==> src/rtl/expr_pkg.sv <==
// Constants and state encoding shared by the expression transmitter and the
// recognizer that consumes its character stream.
package expr_pkg;

    localparam logic [7:0] CH_ZERO = 8'h30;  // "0"
    localparam logic [7:0] CH_ADD  = 8'h2B;  // "+"
    localparam logic [7:0] CH_MUL  = 8'h2A;  // "*"

    localparam logic OP_ADD = 1'b0;
    localparam logic OP_MUL = 1'b1;

    typedef enum logic [1:0] {
        IDLE  = 2'd0,
        DIGIT = 2'd1,
        OP    = 2'd2
    } state_t;

    function automatic logic [7:0] digit_char(input logic [3:0] d);
        return CH_ZERO + {4'h0, d};
    endfunction

    function automatic logic [7:0] op_char(input logic b);
        return (b == OP_MUL) ? CH_MUL : CH_ADD;
    endfunction

endpackage

==> src/rtl/expr_tx_if.sv <==
// Request and character-stream signals of the expression transmitter; master is
// the transmitter side, slave is the requester/sink side.
interface expr_tx_if #(
    parameter int MAX_TERMS = 8,
    parameter int NW        = $clog2(MAX_TERMS + 1),
    parameter int OPW       = (MAX_TERMS > 1) ? MAX_TERMS - 1 : 1
);
    logic                   start;
    logic [NW-1:0]          nterms;
    logic [4*MAX_TERMS-1:0] digits;
    logic [OPW-1:0]         ops;
    logic [7:0]             out;
    logic                   valid;
    logic                   ready;
    logic                   busy;
    logic                   done;
    logic                   err;

    modport master (
        input  start, nterms, digits, ops, ready,
        output out, valid, busy, done, err
    );

    modport slave (
        output start, nterms, digits, ops, ready,
        input  out, valid, busy, done, err
    );
endinterface

==> src/rtl/expr_req_check.sv <==
// Combinational validator for a transmit request: operand count in range and
// every operand that will be sent is a legal BCD digit.
module expr_req_check
    import expr_pkg::*;
#(
    parameter int MAX_TERMS = 8,
    parameter int NW        = $clog2(MAX_TERMS + 1)
) (
    input  logic [NW-1:0]          nterms,
    input  logic [4*MAX_TERMS-1:0] digits,
    output logic                   ok
);

    always_comb begin
        ok = 1'b1;
        if (nterms == '0)
            ok = 1'b0;
        if (int'(nterms) > MAX_TERMS)
            ok = 1'b0;
        // Operands at or beyond nterms are never sent, so their contents don't matter.
        for (int i = 0; i < MAX_TERMS; i++) begin
            if ((i < int'(nterms)) && (digits[4*i +: 4] > 4'd9))
                ok = 1'b0;
        end
    end

endmodule

==> src/rtl/expr_tx.sv <==
// Serial ASCII expression transmitter: streams "d(op d)*" one character per
// valid/ready transfer from operands and operators latched at start.
module expr_tx
    import expr_pkg::*;
#(
    parameter int MAX_TERMS = 8,
    parameter int NW        = $clog2(MAX_TERMS + 1)
) (
    input  logic      clk,
    input  logic      clr,
    expr_tx_if.master bus
);

    localparam int OPW = (MAX_TERMS > 1) ? MAX_TERMS - 1 : 1;

    state_t                 state, state_nx;
    logic [NW-1:0]          idx, idx_nx, idx_inc;
    logic [NW-1:0]          n_lat;
    logic [4*MAX_TERMS-1:0] dig_lat;
    logic [OPW-1:0]         ops_lat;
    logic [7:0]             out_r, out_nx;
    logic                   valid_r, valid_nx;
    logic                   busy_r, busy_nx;
    logic                   done_r, done_nx;
    logic                   err_r, err_nx;
    logic                   load;
    logic                   req_ok;
    logic                   last;

    expr_req_check #(
        .MAX_TERMS (MAX_TERMS),
        .NW        (NW)
    ) u_check (
        .nterms (bus.nterms),
        .digits (bus.digits),
        .ok     (req_ok)
    );

    function automatic logic [3:0] sel_digit(input logic [4*MAX_TERMS-1:0] v,
                                             input logic [NW-1:0] k);
        sel_digit = 4'h0;
        for (int i = 0; i < MAX_TERMS; i++)
            if (k == NW'(i))
                sel_digit = v[4*i +: 4];
    endfunction

    function automatic logic sel_op(input logic [OPW-1:0] v, input logic [NW-1:0] k);
        sel_op = OP_ADD;
        for (int i = 0; i < OPW; i++)
            if (k == NW'(i))
                sel_op = v[i];
    endfunction

    assign idx_inc = idx + NW'(1);
    assign last    = (idx == n_lat - NW'(1));

    always_comb begin
        state_nx = state;
        idx_nx   = idx;
        out_nx   = out_r;
        valid_nx = valid_r;
        busy_nx  = busy_r;
        done_nx  = 1'b0;
        err_nx   = 1'b0;
        load     = 1'b0;
        case (state)
            IDLE: begin
                if (bus.start) begin
                    if (req_ok) begin
                        load     = 1'b1;
                        idx_nx   = '0;
                        state_nx = DIGIT;
                        // Latches are still loading this edge, so take operand 0 from the port.
                        out_nx   = digit_char(bus.digits[3:0]);
                        valid_nx = 1'b1;
                        busy_nx  = 1'b1;
                    end else begin
                        err_nx = 1'b1;
                    end
                end
            end
            DIGIT: begin
                if (bus.ready) begin
                    if (last) begin
                        state_nx = IDLE;
                        out_nx   = 8'h00;
                        valid_nx = 1'b0;
                        busy_nx  = 1'b0;
                        done_nx  = 1'b1;
                    end else begin
                        state_nx = OP;
                        out_nx   = op_char(sel_op(ops_lat, idx));
                    end
                end
            end
            OP: begin
                if (bus.ready) begin
                    state_nx = DIGIT;
                    idx_nx   = idx_inc;
                    out_nx   = digit_char(sel_digit(dig_lat, idx_inc));
                end
            end
            default: begin
                state_nx = IDLE;
                valid_nx = 1'b0;
                busy_nx  = 1'b0;
            end
        endcase
    end

    always_ff @(posedge clk or posedge clr) begin
        if (clr) begin
            state   <= IDLE;
            idx     <= '0;
            out_r   <= 8'h00;
            valid_r <= 1'b0;
            busy_r  <= 1'b0;
            done_r  <= 1'b0;
            err_r   <= 1'b0;
        end else begin
            state   <= state_nx;
            idx     <= idx_nx;
            out_r   <= out_nx;
            valid_r <= valid_nx;
            busy_r  <= busy_nx;
            done_r  <= done_nx;
            err_r   <= err_nx;
        end
    end

    // Request payload registers: only meaningful while busy, so no reset needed.
    always_ff @(posedge clk) begin
        if (load) begin
            n_lat   <= bus.nterms;
            dig_lat <= bus.digits;
            ops_lat <= bus.ops;
        end
    end

    assign bus.out   = out_r;
    assign bus.valid = valid_r;
    assign bus.busy  = busy_r;
    assign bus.done  = done_r;
    assign bus.err   = err_r;

endmodule

==> src/flat_wrapper.sv <==
// flat-port wrapper written by rule: the top's interface ports become plain ports
module expr_tx_flat import expr_pkg::*;
#(
    parameter int MAX_TERMS = 8,
    parameter int NW        = $clog2(MAX_TERMS + 1)
)
  (clk, clr, bus_start, bus_nterms, bus_digits, bus_ops, bus_ready, bus_out, bus_valid, bus_busy, bus_done, bus_err);
  expr_tx_if #(.MAX_TERMS(MAX_TERMS), .NW(NW)) bus_i ();
  input  logic clk;
  input  logic clr;
  input wire logic [$bits(bus_i.start)-1:0] bus_start;
  input wire logic [$bits(bus_i.nterms)-1:0] bus_nterms;
  input wire logic [$bits(bus_i.digits)-1:0] bus_digits;
  input wire logic [$bits(bus_i.ops)-1:0] bus_ops;
  input wire logic [$bits(bus_i.ready)-1:0] bus_ready;
  output wire logic [$bits(bus_i.out)-1:0] bus_out;
  output wire logic [$bits(bus_i.valid)-1:0] bus_valid;
  output wire logic [$bits(bus_i.busy)-1:0] bus_busy;
  output wire logic [$bits(bus_i.done)-1:0] bus_done;
  output wire logic [$bits(bus_i.err)-1:0] bus_err;
  assign bus_i.start = bus_start;
  assign bus_i.nterms = bus_nterms;
  assign bus_i.digits = bus_digits;
  assign bus_i.ops = bus_ops;
  assign bus_i.ready = bus_ready;
  assign bus_out = bus_i.out;
  assign bus_valid = bus_i.valid;
  assign bus_busy = bus_i.busy;
  assign bus_done = bus_i.done;
  assign bus_err = bus_i.err;
  expr_tx #(.MAX_TERMS(MAX_TERMS), .NW(NW)) u_core (.clk(clk), .clr(clr), .bus(bus_i));
endmodule
==> config.mk <==
export PLATFORM = sky130hd
export DESIGN_NAME = expr_tx_flat
export DESIGN_NICKNAME = d
export VERILOG_FILES = /design/src/rtl/expr_pkg.sv /design/src/rtl/expr_tx_if.sv /design/src/rtl/expr_req_check.sv /design/src/rtl/expr_tx.sv /design/src/flat_wrapper.sv
export SDC_FILE = /design/constraint.sdc
export NUM_CORES = 1
export LEC_CHECK = 0
export ABC_AREA = 1
export CORE_ASPECT_RATIO = 1.25
export CORE_MARGIN = 2
export CORE_UTILIZATION = 52
export DETAILED_ROUTE_END_ITERATION = 10
export PLACE_DENSITY = 0.8
export SYNTH_ARGS = -nofsm -noshare
export SYNTH_HDL_FRONTEND = slang
export SYNTH_SLANG_ARGS = --single-unit
==> constraint.sdc <==
create_clock -name clk -period 4.6 [get_ports clk]
set_input_delay 0.69 -clock clk [delete_from_list [all_inputs] [get_ports clk]]
set_output_delay 0.69 -clock clk [all_outputs]
set_load 0.01 [all_outputs]
==> results of run 1 <==
[where the power goes]
part           total (mW)  internal, mW  switching, mW  leakage (nW)
sequential          0.674         0.625         0.0486         0.578
clock               0.407         0.221          0.186        0.0908
combinational       0.810         0.323          0.486         0.970
total                1.89          1.17          0.720          1.64
[path summary, 6_finish.rpt]
| kind | from | to | slack (ps) | cells past startpoint |
|---|---|---|---|---|
| max | bus_nterms[2] | u_core.dig_lat[24]$_DFFE_PP_ | 1660 | 10 |
| min | u_core.bus.out[3]$_DFFE_PP0P_ | u_core.bus.out[3]$_DFFE_PP0P_ | 480 | 2 |
| max reg2reg | u_core.idx[0]$_DFFE_PP0P_ | u_core.bus.out[1]$_DFFE_PP0P_ | 2240 | 17 |
| min reg2reg | u_core.bus.out[3]$_DFFE_PP0P_ | u_core.bus.out[3]$_DFFE_PP0P_ | 480 | 2 |
| max in group asynchronous | clr | u_core.bus.out[2]$_DFFE_PP0P_ | 3520 | 2 |
| min in group asynchronous | clr | u_core.bus.done$_DFF_PP0_ | 710 | 2 |
[synth_stat cells (all sizes together)]
| cell | count | area [sq um] |
|---|---|---|
| a21boi | 1 | 7.51 |
| a21oi | 6 | 30.0 |
| a31oi | 1 | 6.26 |
| buf | 5 | 32.5 |
| clkbuf | 1 | 3.75 |
| conb | 1 | 3.75 |
| dfrtp | 15 | 375 |
| edfxtp | 43 | 1290 |
| ha | 12 | 150 |
| inv | 59 | 221 |
| nand2 | 81 | 309 |
| nand3 | 15 | 85.1 |
| nand3b | 2 | 15.0 |
| nand4 | 8 | 50.1 |
| nor2 | 27 | 126 |
| nor3 | 5 | 25.0 |
| nor3b | 1 | 7.51 |
| o211ai | 5 | 37.5 |
| o21ai | 24 | 124 |
| o221ai | 1 | 8.76 |
| o22ai | 4 | 25.0 |
| or2 | 3 | 18.8 |
| xnor2 | 3 | 33.8 |
| xor2 | 2 | 17.5 |
[flip-flops by register name (all words and copies together), names as in the netlist, 2 cells and up]
name	cells
u_core.ops_lat	7
u_core.n_lat	4
u_core.idx	4
u_core.dig_lat	32
u_core.state	2
u_core.bus.out	6
[cell type report]
class,instances,area (sq um)
inverters,59,221
flip-flops and latches,58,1670
repair buffers,57,568
clock buffers,13,159
multi-input cells,203,1100
fillers,426,1710
clock inverters,3,13.8
well taps,64,80.1
[critical path: stages]
cell and delay [ps]:
clkdlybuf4s50_1 490, inv_1 80, nor2_1 120, o21ai_0 110, o211ai_1 90, nand2_1 80, o21ai_0 190, nand2_1 170
nor3_4 430, buf_4 470
[metal layers]
layer	part of all wire [%]	routed length [um]
met3	3.5	222
met5	0	0
met4	1.8	115
met1	40	2500
met2	55	3450
[logic make-up (layout without fill, tap and decap cells)]
group                      count (synthesis)  count (layout)
and+or+nand+nor                          142             142
adders and majority gates                 12              12
xor gates and xnor gates                   5               5
buffers and inverters                     65             132
other                                      1               2
DFF                                       58              58
AOI/OAI and AO/OA                         42              42
[per-stage QoR]
stage | area [sq um] | worst slack, ps
after floorplan | 3010 | 1160
after global placement | 3630 | 1470
after detailed placement | 3630 | 1390
after CTS | 3800 | 1670
after global routing | 3800 | 1510
final | 3800 | 1660
==> run summary, run 1 <==
Pwr Density -> 497 nW/um^2
Drt first pass iters -> 4
CTS Hold Bufs -> 0
F_max -> 340 MHz
Initial antenna violation count -> 0
Via count -> 2,310
Data arrival time of the critical path -> 2930 ps
Max-Cap Viols -> 0
First-pass GRT wire length -> 10.2 mm
Largest net degree at the start of global routing -> 35
Total congestion overflow -> 0
Layout cells sized above 1 -> 7.63%
Mapped Avg Cell Area -> 9.25 sq um
Worst hold path class -> reg2reg
Worst EP required -> 4590 ps
Sequential share of the synthesized area -> 55.5%
Post-synthesis mux area share -> 0%
Largest family of logic cells by synthesized area -> simple AND/OR/NAND/NOR gates
Die H -> 89.0 um
Status -> finished, final reports clean
Worst skew pair latency -> 330 ps
Dpl cells -> 441
Clock tree buffer depth -> 2
# DRC -> 0
Post-synthesis adder-cell area fraction -> 5.00%
Final design utilization -> 69.0%
Vias per cell -> 5.05
Final Hold Fails -> 0
Synth Area in Compound Gates -> 7.95%
Worst slew margin -> 62.3%
Slew @ Worst Pin -> 565 ps
DP HPWL -> 4.86 mm
Final Slew Violations -> 0
GRT Util Overall -> 21.7%
Peak VDD IR -> 0.000254 V
Met2 Usage GRT -> 39.7%
Post-Route WL -> 6.28 mm
Max Clock Skew -> 5.61 ps
Postcts setup bufs -> 0
GPL Wtd Cong -> 0.854
Mapped Area -> 3010 sq um
Hold slack -> 480 ps
Synthesized flop and latch total -> 58
Starting Density -> 54.5%
Clock Sink Count -> 58
Unrepaired setup endpoints after global routing -> no
PostCTS Resize Cnt -> 0
Worst-path fanout max -> 34
Leak pwr -> 1.64 nW
Simple-Gate Fraction of Synth Area -> 21.2%
CP startpoint kind -> primary input
Netlist cell types -> 34
First DRT Iteration DRCs -> 151
Global route hottest layer -> met2
CTS tree -> yes
Kind of end point of the critical path -> flop
Number of global-route vias before repair -> 2,228
Final Critical Period -> 2940 ps
Commonest non-fill, non-tap cell in the layout -> nand2_1
Tot Pwr -> 1.89 mW
Die width -> 72.0 um
H-tree depth -> 3
Xor/xnor share of the synthesized area -> 1.71%
# port buffers -> 56
Setup_tns -> 0 ps
CTS buffer count -> 9
Count of yosys warnings during synthesis -> 0
Area grow syn2layout -> 26.6%
NumNets Final -> 447
Gate Count Post-Synth -> 325
Crit share post-route -> 63.9%
Met1 Resource Use GR -> 25.0%
Layout Cells excl Fill -> 457
Setup violators final -> 0
Row count -> 30
Core Area -> 5520 sq um
Routed Antenna Nets -> 0
Root Driver -> clkbuf_8
Clk pin slew, worst setup/hold paths -> 60 ps
Io pins -> 59
M3 GR Usage -> 4.06%
ANT cells -> 0
Setup CP Type -> in2reg
Commonest non-fill, non-tap cells in the layout -> nand2_1, inv_1, clkdlybuf4s50_1
Mean routed wirelength per cell -> 13.7 um
Total die area -> 6410 sq um
(Power assumes the default switching activity.)
==> run 2: changes to the inputs <==
Clock period 4.6 ns to 2.8 ns, I/O delays scaled along.
==> run 2 against run 1 <==
Effect of this change:
- power up 65%
- critical endpoint is now u_core.bus.out[1]$_DFFE_PP0P_
- routed wire length up 4.5%
- largest cell class unchanged
- die area unchanged
==> run summary, run 2 (synthesized netlist as in run 1, its figures left out) <==
Drt first pass iters -> 5
Status -> finished, final reports clean
Worst skew pair latency -> 330 ps
Commonest non-fill, non-tap cell in the layout -> nand2_1
NumNets Final -> 447
Total die area -> 6410 sq um
Place WS -> 134 ps
Slowest cell on crit path -> dfrtp_1
Hold slack -> 436 ps
Total congestion overflow -> 0
Max reg flops -> 32
Setup CP Type -> reg2reg
Number of global-route vias before repair -> 2,254
Area grow syn2layout -> 27.1%
Final Hold Fails -> 0
Final design utilization -> 69.2%
Commonest non-fill, non-tap cells in the layout -> nand2_1, inv_1, clkdlybuf4s50_1
Postcts setup bufs -> 0
Die width -> 72.0 um
Worst reg-to-reg setup slack -> 410 ps
Layout cells sized above 1 -> 7.89%
Final worst slack -> 407 ps
CP cell instances -> ha_1 > xnor2_2 > nand2_2 > nor2_4 > inv_2 > nand2_1 > inv_1 > nand2_1 > nand2_1 > nand2_1 > nand2_1 > nand2_1 > nand2_1 > nand2_1 > nand2_1 > nand2_1 > nand2_1
Row count -> 30
GPL Wtd Cong -> 0.862
Pwr Density -> 819 nW/um^2
Mean routed wirelength per cell -> 14.4 um
Core Area -> 5520 sq um
Clk pin slew, worst setup/hold paths -> 70 ps
Worst slew margin -> 62.5%
CTS buffer count -> 9
Die H -> 89.0 um
Post-Route WL -> 6.56 mm
Worst hold path class -> in2async
F_max -> 418 MHz
# DRC -> 0
First DRT Iteration DRCs -> 188
Cell mode on critical path -> nand2_1
# fillers -> 430
Data arrival time of the critical path -> 2620 ps
Largest net degree at the start of global routing -> 40
Initial antenna violation count -> 0
RR Startpoint -> u_core.idx[0]$_DFFE_PP0P_
First-pass GRT wire length -> 10.5 mm
Worst EP required -> 3030 ps
Root Driver -> clkbuf_8
Area after DPL -> 3640 sq um
CTS tree -> yes
Max-Cap Viols -> 0
Io pins -> 59
# port buffers -> 56
PostCTS Resize Cnt -> 0
Peak VDD IR -> 0.000426 V
Kind of end point of the critical path -> flop
Worst-path fanout max -> 7
H-tree depth -> 3
ANT cells -> 0
Clock Sink Count -> 58
Vias per cell -> 5.28
CTS Hold Bufs -> 0
Setup_tns -> 0 ps
CP max stage delay -> 480 ps
Setup violators final -> 0
Via count -> 2,411
Largest Register -> u_core.dig_lat
Leak pwr -> 1.64 nW
Final Slew Violations -> 0
Slew @ Worst Pin -> 562 ps
Clock tree buffer depth -> 2
Routed Antenna Nets -> 0
Starting Density -> 54.5%
Cell count of the worst reg-to-reg path -> 17
Final Critical Period -> 2390 ps
R2r endpoint -> u_core.bus.out[1]$_DFFE_PP0P_
CP startpoint kind -> flop
Fin area -> 3820 sq um
DP HPWL -> 5.02 mm
Crit share post-route -> 85.4%
Unrepaired setup endpoints after global routing -> no
Max Clock Skew -> 12.0 ps
GRT Util Overall -> 22.4%
run 2: changes by cell type in the layout (fill, tap and decap cells not counted):
cell      previous run  this run
clkinv_1             1         0
clkinv_2             2         3
buf_4                1         0
buf_12               0         1
run 2: layer usage:
metal  share of wire (%)  track usage, %
met1                  39            25.5
met2                  54            39.9
met3                 4.8            3.83
met4                 2.3            12.5
met5                   0               0
run 2: metrics by stage:
stage	power, mW	std cells
after floorplan	2.02	326
after global placement	2.42	441
after detailed placement	2.46	441
after CTS	3.14	457
after global routing	3.37	457
final	3.13	457
run 2: worst max path at each step:
stage,startpoint,end,slack [ps],cells after the start
5_1_grt,u_core.idx[1]$_DFFE_PP0P_,u_core.bus.out[1]$_DFFE_PP0P_,170,17
3_5_place_dp,bus_nterms[3],u_core.dig_lat[17]$_DFFE_PP_,130,11
3_3_place_gp,bus_nterms[3],u_core.dig_lat[15]$_DFFE_PP_,160,11
6_report,u_core.idx[0]$_DFFE_PP0P_,u_core.bus.out[1]$_DFFE_PP0P_,410,17
4_1_cts,u_core.idx[0]$_DFFE_PP0P_,u_core.bus.out[1]$_DFFE_PP0P_,430,17
2_1_floorplan,bus_nterms[2],u_core.dig_lat[0]$_DFFE_PP_,270,9
run 2: worst max-delay path, delay by kind of cell (launching register included):
kind / cells / cell delay (ps)
xor gates and xnor gates: 1 / 450
DFF: 1 / 480
adders and majority gates: 1 / 300
buffers and inverters: 2 / 90
and+or+nand+nor: 13 / 970
run 2: power by group:
| part | switching (mW) | internal [mW] | leakage, nW | total [mW] |
|---|---|---|---|---|
| clock | 0.311 | 0.365 | 0.0932 | 0.676 |
| combinational | 0.809 | 0.533 | 0.973 | 1.34 |
| sequential | 0.0819 | 1.03 | 0.578 | 1.11 |
| total | 1.20 | 1.92 | 1.64 | 3.13 |
run 2: layout make-up:
cell class | count | area, sq um | area share [%]
clock buffer | 13 | 159 | 4.16
tap | 64 | 80.1 | 2.10
multi-input combinational | 203 | 1100 | 28.7
inverter | 59 | 221 | 5.80
sequential | 58 | 1670 | 43.6
clock inverter | 3 | 15.0 | 0.393
timing repair buffer | 57 | 581 | 15.2
